## config.mk

```make
export PLATFORM = sky130hd
export DESIGN_NAME = mem_bus_arbiter_flat
export DESIGN_NICKNAME = d
export VERILOG_FILES = /design/src/rtl/mem_bus_arbiter_if.sv /design/src/rtl/mem_bus_arbiter.sv /design/src/flat_wrapper.sv
export SDC_FILE = /design/constraint.sdc
export NUM_CORES = 1
export LEC_CHECK = 0
export ABC_AREA = 1
export BUFFER_PORTS_ARGS = -buffer_cell sky130_fd_sc_hd__buf_2
export CORE_MARGIN = 2
export CORE_UTILIZATION = 53
export CTS_BUF_LIST = sky130_fd_sc_hd__clkbuf_8 sky130_fd_sc_hd__clkbuf_16
export CTS_CLUSTER_SIZE = 10
export DETAILED_ROUTE_END_ITERATION = 7
export GPL_ROUTABILITY_DRIVEN = 0
export GPL_TIMING_DRIVEN = 0
export PLACE_DENSITY_LB_ADDON = 0.08
export SLEW_MARGIN = 0
export SYNTH_ARGS = -nofsm -noshare
export SYNTH_HDL_FRONTEND = slang
export SYNTH_SLANG_ARGS = --single-unit
```

## constraint.sdc

```tcl
create_clock -name clk -period 2.6 [get_ports clk]
set_input_delay 0.78 -clock clk [delete_from_list [all_inputs] [get_ports clk]]
set_output_delay 0.78 -clock clk [all_outputs]
set_load 0.02 [all_outputs]
```

## src/rtl/mem_bus_arbiter_if.sv

```systemverilog
// Bus bundle between the two requesting masters (CPU control unit, debug/loader)
// and the memory-controller arbiter. The arbiter uses the slave modport; the
// requesters (or a bench driving them) use the master modport.
interface mem_bus_arbiter_if;
  logic        cpu_req;
  logic        cpu_load;
  logic        cpu_rd;
  logic        cpu_wr;
  logic        cpu_gnt;
  logic        dbg_req;
  logic        dbg_load;
  logic        dbg_rd;
  logic        dbg_wr;
  logic        dbg_gnt;
  logic        mem_load;
  logic        mem_rd;
  logic        mem_wr;
  logic [1:0]  owner;
  logic        busy;
  logic [15:0] stall_cnt;

  modport slave (
    input  cpu_req, cpu_load, cpu_rd, cpu_wr,
    input  dbg_req, dbg_load, dbg_rd, dbg_wr,
    output cpu_gnt, dbg_gnt,
    output mem_load, mem_rd, mem_wr,
    output owner, busy, stall_cnt
  );

  modport master (
    output cpu_req, cpu_load, cpu_rd, cpu_wr,
    output dbg_req, dbg_load, dbg_rd, dbg_wr,
    input  cpu_gnt, dbg_gnt,
    input  mem_load, mem_rd, mem_wr,
    input  owner, busy, stall_cnt
  );
endinterface

```

## src/rtl/mem_bus_arbiter.sv

```systemverilog
// mem_bus_arbiter: shares the memory controller strobes between the CPU control
// unit and the debug/loader master. One owner at a time, round-robin on
// contention, bounded hold time (MAX_HOLD, 0 disables preemption) and
// TURN_CYCLES dead cycles between owners.
// Optional feature macro: ARB_STATS_EN builds the saturating stall counter;
// without it stall_cnt is tied to zero.
module mem_bus_arbiter #(
  parameter int unsigned MAX_HOLD    = 16,
  parameter int unsigned TURN_CYCLES = 1
) (
  input logic              clk,
  input logic              rst,
  mem_bus_arbiter_if.slave bus
);

  typedef enum logic [1:0] {
    IDLE    = 2'd0,
    GNT_CPU = 2'd1,
    GNT_DBG = 2'd2,
    TURN    = 2'd3
  } state_t;

  localparam bit         PREEMPT_EN = (MAX_HOLD != 0);
  localparam bit         TURN_EN    = (TURN_CYCLES != 0);
  localparam logic [7:0] HOLD_LAST  = PREEMPT_EN ? 8'(MAX_HOLD - 1) : 8'd0;
  localparam logic [3:0] TURN_LAST  = TURN_EN ? 4'(TURN_CYCLES - 1) : 4'd0;

  state_t     state_q, state_d;
  logic [7:0] hold_q, hold_d;
  logic [3:0] turn_q, turn_d;
  logic       last_dbg_q, last_dbg_d;
  logic       cpu_gnt_q, dbg_gnt_q, busy_q;
  logic [1:0] owner_q;
  logic       cpu_leave, dbg_leave;

  // Round-robin pick: on contention the master that did not own the bus last wins.
  function automatic state_t arbitrate(input logic cpu_req, input logic dbg_req,
                                       input logic last_dbg);
    if (cpu_req && dbg_req) return last_dbg ? GNT_CPU : GNT_DBG;
    else if (cpu_req)       return GNT_CPU;
    else if (dbg_req)       return GNT_DBG;
    else                    return IDLE;
  endfunction

  // Owner gives up the bus on release or when its contended hold budget is spent.
  assign cpu_leave = !bus.cpu_req ||
                     (PREEMPT_EN && bus.dbg_req && (hold_q == HOLD_LAST));
  assign dbg_leave = !bus.dbg_req ||
                     (PREEMPT_EN && bus.cpu_req && (hold_q == HOLD_LAST));

  // Next-state, hold/turnaround counters and round-robin history.
  always_comb begin
    state_d    = state_q;
    hold_d     = hold_q;
    turn_d     = turn_q;
    last_dbg_d = last_dbg_q;
    case (state_q)
      IDLE: state_d = arbitrate(bus.cpu_req, bus.dbg_req, last_dbg_q);
      GNT_CPU: begin
        if (cpu_leave) begin
          last_dbg_d = 1'b0;
          state_d    = TURN_EN ? TURN : arbitrate(bus.cpu_req, bus.dbg_req, 1'b0);
        end else if (bus.dbg_req && (hold_q != 8'hFF)) begin
          hold_d = hold_q + 8'd1;
        end
      end
      GNT_DBG: begin
        if (dbg_leave) begin
          last_dbg_d = 1'b1;
          state_d    = TURN_EN ? TURN : arbitrate(bus.cpu_req, bus.dbg_req, 1'b1);
        end else if (bus.cpu_req && (hold_q != 8'hFF)) begin
          hold_d = hold_q + 8'd1;
        end
      end
      TURN: begin
        if (turn_q == TURN_LAST) state_d = arbitrate(bus.cpu_req, bus.dbg_req, last_dbg_q);
        else                     turn_d  = turn_q + 4'd1;
      end
      default: state_d = IDLE;
    endcase
    // Fresh grant starts a fresh hold budget; fresh turnaround starts counting at 0.
    if ((state_d != state_q) && ((state_d == GNT_CPU) || (state_d == GNT_DBG))) hold_d = 8'd0;
    if ((state_d == TURN) && (state_q != TURN)) turn_d = 4'd0;
  end

  // State register with outputs registered from the next state.
  always_ff @(posedge clk) begin
    if (rst) begin
      state_q    <= IDLE;
      hold_q     <= 8'd0;
      turn_q     <= 4'd0;
      last_dbg_q <= 1'b1;
      cpu_gnt_q  <= 1'b0;
      dbg_gnt_q  <= 1'b0;
      owner_q    <= 2'b00;
      busy_q     <= 1'b0;
    end else begin
      state_q    <= state_d;
      hold_q     <= hold_d;
      turn_q     <= turn_d;
      last_dbg_q <= last_dbg_d;
      cpu_gnt_q  <= (state_d == GNT_CPU);
      dbg_gnt_q  <= (state_d == GNT_DBG);
      owner_q    <= {state_d == GNT_DBG, state_d == GNT_CPU};
      busy_q     <= (state_d != IDLE);
    end
  end

  assign bus.cpu_gnt  = cpu_gnt_q;
  assign bus.dbg_gnt  = dbg_gnt_q;
  assign bus.owner    = owner_q;
  assign bus.busy     = busy_q;

  // Only the current owner's strobes reach the controller; the others are dropped.
  assign bus.mem_load = (cpu_gnt_q & bus.cpu_load) | (dbg_gnt_q & bus.dbg_load);
  assign bus.mem_rd   = (cpu_gnt_q & bus.cpu_rd)   | (dbg_gnt_q & bus.dbg_rd);
  assign bus.mem_wr   = (cpu_gnt_q & bus.cpu_wr)   | (dbg_gnt_q & bus.dbg_wr);

`ifdef ARB_STATS_EN
  logic [15:0] stall_cnt_q;
  logic        stall_now;

  function automatic logic [15:0] sat_inc16(input logic [15:0] v);
    return (v == 16'hFFFF) ? v : v + 16'd1;
  endfunction

  // One count per cycle in which any requester is kept waiting.
  assign stall_now = (bus.cpu_req & ~cpu_gnt_q) | (bus.dbg_req & ~dbg_gnt_q);

  // Saturating contention counter.
  always_ff @(posedge clk) begin
    if (rst)            stall_cnt_q <= 16'h0000;
    else if (stall_now) stall_cnt_q <= sat_inc16(stall_cnt_q);
  end

  assign bus.stall_cnt = stall_cnt_q;
`else
  assign bus.stall_cnt = 16'h0000;
`endif

endmodule

```

## src/flat_wrapper.sv

```systemverilog
// flat-port wrapper written by rule: the top's interface ports become plain ports
module mem_bus_arbiter_flat 
#(
  parameter int unsigned MAX_HOLD    = 16,
  parameter int unsigned TURN_CYCLES = 1
)
  (clk, rst, bus_cpu_req, bus_cpu_load, bus_cpu_rd, bus_cpu_wr, bus_dbg_req, bus_dbg_load, bus_dbg_rd, bus_dbg_wr, bus_cpu_gnt, bus_dbg_gnt, bus_mem_load, bus_mem_rd, bus_mem_wr, bus_owner, bus_busy, bus_stall_cnt);
  mem_bus_arbiter_if bus_i ();
  input logic clk;
  input logic rst;
  input wire logic [$bits(bus_i.cpu_req)-1:0] bus_cpu_req;
  input wire logic [$bits(bus_i.cpu_load)-1:0] bus_cpu_load;
  input wire logic [$bits(bus_i.cpu_rd)-1:0] bus_cpu_rd;
  input wire logic [$bits(bus_i.cpu_wr)-1:0] bus_cpu_wr;
  input wire logic [$bits(bus_i.dbg_req)-1:0] bus_dbg_req;
  input wire logic [$bits(bus_i.dbg_load)-1:0] bus_dbg_load;
  input wire logic [$bits(bus_i.dbg_rd)-1:0] bus_dbg_rd;
  input wire logic [$bits(bus_i.dbg_wr)-1:0] bus_dbg_wr;
  output wire logic [$bits(bus_i.cpu_gnt)-1:0] bus_cpu_gnt;
  output wire logic [$bits(bus_i.dbg_gnt)-1:0] bus_dbg_gnt;
  output wire logic [$bits(bus_i.mem_load)-1:0] bus_mem_load;
  output wire logic [$bits(bus_i.mem_rd)-1:0] bus_mem_rd;
  output wire logic [$bits(bus_i.mem_wr)-1:0] bus_mem_wr;
  output wire logic [$bits(bus_i.owner)-1:0] bus_owner;
  output wire logic [$bits(bus_i.busy)-1:0] bus_busy;
  output wire logic [$bits(bus_i.stall_cnt)-1:0] bus_stall_cnt;
  assign bus_i.cpu_req = bus_cpu_req;
  assign bus_i.cpu_load = bus_cpu_load;
  assign bus_i.cpu_rd = bus_cpu_rd;
  assign bus_i.cpu_wr = bus_cpu_wr;
  assign bus_i.dbg_req = bus_dbg_req;
  assign bus_i.dbg_load = bus_dbg_load;
  assign bus_i.dbg_rd = bus_dbg_rd;
  assign bus_i.dbg_wr = bus_dbg_wr;
  assign bus_cpu_gnt = bus_i.cpu_gnt;
  assign bus_dbg_gnt = bus_i.dbg_gnt;
  assign bus_mem_load = bus_i.mem_load;
  assign bus_mem_rd = bus_i.mem_rd;
  assign bus_mem_wr = bus_i.mem_wr;
  assign bus_owner = bus_i.owner;
  assign bus_busy = bus_i.busy;
  assign bus_stall_cnt = bus_i.stall_cnt;
  mem_bus_arbiter #(.MAX_HOLD(MAX_HOLD), .TURN_CYCLES(TURN_CYCLES)) u_core (.clk(clk), .rst(rst), .bus(bus_i));
endmodule
```

Yosys cells after proc, flatten, opt, wreduce, memory -nomap -nowiden

Index checks and enable logic that the tools add are counted.
Widths: inputs -> output; s select.

Register bits after elaboration: 20
Bits in latches: 0
RAM bits: 0
ROM bits: 0
Input bits: 10
Output and inout port bits: 24
Word-level logic and storage cells: 73
Memories: 0

Add/subtract/negate cells: 2
Multipliers: 0
Divide/modulo/power cells: 0
Order comparisons: 0
Equality and inequality tests: 16
Shifts and indexed selects: 0
Mux-type cells: 16
Bitwise logic cells: 10
Reductions and logical operators: 21

Operators by type and width:

| kind                | number |
|---|---|
| $mux 8              | 4 |
| $pmux 8 s2          | 1 |
| $mux 2              | 7 |
| $add 8x1->8 const B | 1 |
| $eq 2x2->1 const B  | 4 |
| $eq 8x4->1 const B  | 1 |
| $ne 2x1->1 const B  | 4 |
| $ne 8x8->1 const B  | 1 |
| $pmux 2 s4          | 1 |
| $logic_and 1x1->1   | 7 |
| $and 1x1->1         | 6 |
| $ne 2x2->1 const B  | 3 |
| $reduce_and 5->1    | 1 |
| $add 4x1->4 const B | 1 |
| $eq 2x1->1 const B  | 2 |
| $logic_not 4->1     | 1 |
| $reduce_bool 2->1   | 2 |
| $reduce_or 2->1     | 2 |
| $logic_or 1x1->1    | 3 |
| $or 1x1->1          | 3 |
| $reduce_and 3->1    | 1 |
| $logic_not 1->1     | 2 |
| $logic_not 2->1     | 1 |
| $mux 1              | 2 |
| other kinds (4)     | 4 |

Logic depth before layout (Yosys ltp)

Word-level depth: 9
Depth in mapped cells: 16
Gate-level depth less buffers: 16

Worst setup path after synthesis

OpenSTA, ideal clock, no wires.

Path type: input to register
From: input bus_dbg_req
To: register u_core.turn_q[2]
Library setup time: 133 ps
Arrival: 1888 ps
Required time: 2467 ps
Path slack: 578 ps
Cell stages on the path: 13
Path buffers: 0
Path through: nand3_1 nand2_1 nand2_1 nand3_1 nand2_1 inv_1 nand3_1 nand2_1 inv_1 ha_1 inv_1 o21ai_0 nor3b_1

Cells in the longest elaborated chain, start to end: 8
Elaborated cells on any way between the ends: 15
Those cells by class: eq/ne: 1; mux: 7; reduce/logical: 7

RTL lines:

| element                       | line                   | RTL |
|---|---|---|
| start, declared               | flat_wrapper.sv:15     | `input wire logic [$bits(bus_i.dbg_req)-1:0] bus_dbg_req;` |
| $mux 2                        | mem_bus_arbiter.sv:41  | `else if (dbg_req) return GNT_DBG;` |
| $mux 2                        | mem_bus_arbiter.sv:40  | `else if (cpu_req) return GNT_CPU;` |
| $mux 2                        | mem_bus_arbiter.sv:39  | `if (cpu_req && dbg_req) return last_dbg ? GNT_CPU : GNT_DBG;` |
| $mux 2                        | mem_bus_arbiter.sv:76  | `if (turn_q == TURN_LAST) state_d = arbitrate(bus.cpu_req, bus.dbg_req, last_dbg_q);` |
| $pmux 2 s4 (*)                | mem_bus_arbiter.sv:57  | `case (state_q)` |
| net u_core.state_d[1]         | mem_bus_arbiter.sv:28  | `state_t state_q, state_d;` |
| $eq 2x2->1 (*)                | mem_bus_arbiter.sv:83  | `if ((state_d == TURN) && (state_q != TURN)) turn_d = 4'd0;` |
| $logic_and 1x1->1 (*)         | mem_bus_arbiter.sv:83  |  |
| $reduce_or 2->1 (no line) (*) | n/a                    |  |
| end signal, assigned          | mem_bus_arbiter.sv:100 | `turn_q <= turn_d;` |
| end, declared                 | mem_bus_arbiter.sv:30  | `logic [3:0] turn_q, turn_d;` |

The timed path passes the listed nets; every way through them passes the cells marked *.
A chain may end at the register's enable or synchronous reset.

Worst setup path in the final report

Same ends and word-level chain as after synthesis.

==> flow_summary.json <==
{
  "pwr_density_cell_nw_per_um2": 684.4,
  "relSlewSlack": 0.6049,
  "hold_viol": 0,
  "end_kind": "flop",
  "vdd_drop_max_uv": 547.0,
  "critPathKind": "input pin to flop",
  "cts.sinks": 18,
  "r2r-start": "u_core.state_q[1]$_SDFF_PP0_",
  "finalWirelength_um": 2570,
  "grt_pass1_wl_um": 3995,
  "cts_resized": 0,
  "hp-class": "flop to flop",
  "port_buffers": 17,
  "htree_levels": 1,
  "status": "finished, final reports clean",
  "antenna_found_initial": 0,
  "reg2reg_depth": 10,
  "cp-startpoint": "bus_dbg_req",
  "met1_usage": 0.2312,
  "combPwrFrac": 0.471,
  "clk_pin_slew_worst_paths_ns": 0.07,
  "viasPerCell": 4.645,
  "clk_path_buf_depth": 2,
  "slowest_delay_ns": 0.47,
  "crit_slowest_cell": "o21ai_0",
  "cts_buffers": 3,
  "cp.depth": 14,
  "io_pins": 34,
  "synthesis.instances": 196,
  "grt_overflow": 0,
  "path_cells": "buf_2 -> nand3_1 -> nand2_1 -> nand2_1 -> nand3_1 -> nand2_1 -> inv_1 -> nand3_1 -> nand2_1 -> inv_1 -> ha_1 -> inv_1 -> o21ai_0 -> nor3b_1",
  "grt_start_max_net_pins": 11,
  "hold_slack_ns": 0.4931,
  "syn_to_final_growth_pct": 17.30,
  "vias": 1217,
  "dr.pass1.iters": 4,
  "worst-endpoint-required_ns": 2.72,
  "clockPowerShare": 0.208,
  "rows": 18,
  "yosysSeqAreaShare": 0.2664,
  "wl_per_cell_um": 9.809,
  "first_iter_violations": 34,
  "p_sw_uw": 456.9,
  "fmax_mhz": 433.8,
  "dpl.hpwl_um": 2062,
  "finish.cell_count_without_fillers": 262,
  "die_area_um2": 2972,
  "start_util": 0.5510,
  "skew_ns": 0.003542,
  "coreArea_um2": 2455,
  "drive_gt1_frac": 0.2284,
  "finalSetupViolCount": 0,
  "met2_usage": 0.3233,
  "synth_cell_types": 29,
  "cp_common_cell": "nand2_1",
  "maxSlewViolCount": 0,
  "insertion_delay_ns": 0.25,
  "fin_util": 0.6463,
  "ys_ff_latch": 18,
  "n_antenna_cell": 0,
  "die_w_um": 54.52,
  "cts_tree": "yes",
  "rsz0062_at_grt": "no",
  "crit_family": "simple AND/OR/NAND/NOR gates",
  "dp_slack_ns": 0.08716,
  "p_leak_uw": 0.0008531,
  "grt_usage": 0.1847,
  "intPower_uw": 628.9,
  "postCtsSetupBuffers": 0,
  "pwr-share-seq": 0.321,
  "yosys_warnings": 0,
  "critPathLaunchType": "input pin",
  "min_period_over_period": 0.8866,
  "busiest_layer": "met2",
  "netlist_area_um2": 1353,
  "antenna_left": 0,
  "die_h_um": 54.52,
  "power.share.switching": 0.4208,
  "cp_num_buf_inv": 4,
  "worst_slew_pin_slew_ns": 0.5864,
  "drcViolationCount": 0,
  "hold_depth": 2,
  "cts-root-buf": "clkbuf_8",
  "hold_buffers": 0,
  "hold_path.startpoint": "u_core.turn_q[0]$_SDFFE_PP0P_",
  "grtUsageMet3": 0.03279,
  "worst-path-max-fanout": 6,
  "fin_nets": 254,
  "fin_tns_setup_ns": 0,
  "cap_violations": 0,
  "fin_ws_ns": 0.2948,
  "grt_pass1_vias": 948,
  "dp.cells": 258,
  "synth.avg_cell_area_um2": 6.901,
  "final.min_clock_period_ns": 2.305,
  "cp_data_arrival_time_ns": 2.42
}
[cells in the mapped netlist, drive strengths merged]
library cell  count  area share
conb              1      0.0028
nand4             1      0.0046
nor2             26       0.074
dfxtp            18        0.27
a21oi             4       0.018
xnor2             1      0.0065
nand3            13       0.056
nor3b             1      0.0056
o211ai            1      0.0056
or2               1      0.0046
nand2            43        0.13
xor2              7       0.045
o21bai            1      0.0083
a211oi            1      0.0056
nor3              2      0.0074
nor4              2      0.0092
inv              34       0.094
ha               11        0.10
a22o              3       0.019
o21ai             7       0.031
buf              18        0.10
[cell families (layout without fill, tap and decap cells)]
| family | after synthesis | count (layout) | synth area share |
|---|---|---|---|
| buf+inv | 52 | 73 | 0.1943 |
| flops | 18 | 18 | 0.2664 |
| other cells | 1 | 16 | 0.002773 |
| fa+ha+maj | 11 | 11 | 0.1018 |
| xor+xnor | 8 | 8 | 0.05181 |
| simple gates | 89 | 89 | 0.2951 |
| compound gates | 17 | 17 | 0.08789 |
[cells in the final DEF, fill, tap and decap left out, types with 2 or more instances in the layout]
cell type  instances
buf_4             18
nor2_1            25
nor3_1             2
dfxtp_1           18
nand3_1           11
inv_2              3
nand2_2            2
a21oi_1            3
nand2_4            2
buf_2             17
a22o_1             3
o21ai_2            2
inv_1             31
conb_1            16
xor2_1             7
nor4_1             2
nand3_2            2
o21ai_0            4
ha_1              11
nand2_1           39
clkbuf_8           4
[registers in the layout, summed over array words and instances (netlist names)]
name / count
u_core.bus.owner: 1
u_core.bus.busy: 1
u_core.state_q: 2
u_core.hold_q: 8
u_core.bus.dbg_gnt: 1
u_core.last_dbg_q: 1
u_core.turn_q: 4
[final cells by class]
class,instances,area (um^2)
Multi-Input combinational cell,141,785.8
Inverter,34,127.6
Timing Repair Buffer,17,85.08
Fill cell,240,868.3
Sequential cell,18,360.3
Clock buffer,4,55.05
Buffer,18,135.1
Tap cell,30,37.54
[routing by layer]
metal  up-vias  wire [um]
met5         -          0
met4         0         15
met3         2        165
met2        37       1266
met1       538       1123
li1        640          -
[path summary, 6_finish.rpt]
| path | endpoint | slack [ns] |
|---|---|---|
| max reg2reg | u_core.turn_q[2]$_SDFFE_PP0P_ | 0.34 |
| min | u_core.turn_q[0]$_SDFFE_PP0P_ | 0.49 |
| max | u_core.turn_q[2]$_SDFFE_PP0P_ | 0.29 |
| min reg2reg | u_core.turn_q[0]$_SDFFE_PP0P_ | 0.49 |
[worst min-delay path, stage by stage (launching register included)]
cell and delay (ns):
dfxtp_1 0.33, nand2_1 0.07, a21oi_1 0.05
[power groups by stage]
stage               Sequential (uW)  Clock (uW)  Combinational (uW)
floorplan                       361           0                 382
global placement                350           0                 492
detailed placement              353           0                 507
CTS                             347         231                 510
global route                    355         246                 573
finish                          348         226                 511
[through the flow]
stage	instance area, um^2	power [uW]
after detailed placement	1531	860.4
after global placement	1531	842.0
after global routing	1587	1174
final	1587	1086
after CTS	1587	1088
after floorplan	1409	742.9
(Power assumes the default switching activity.)
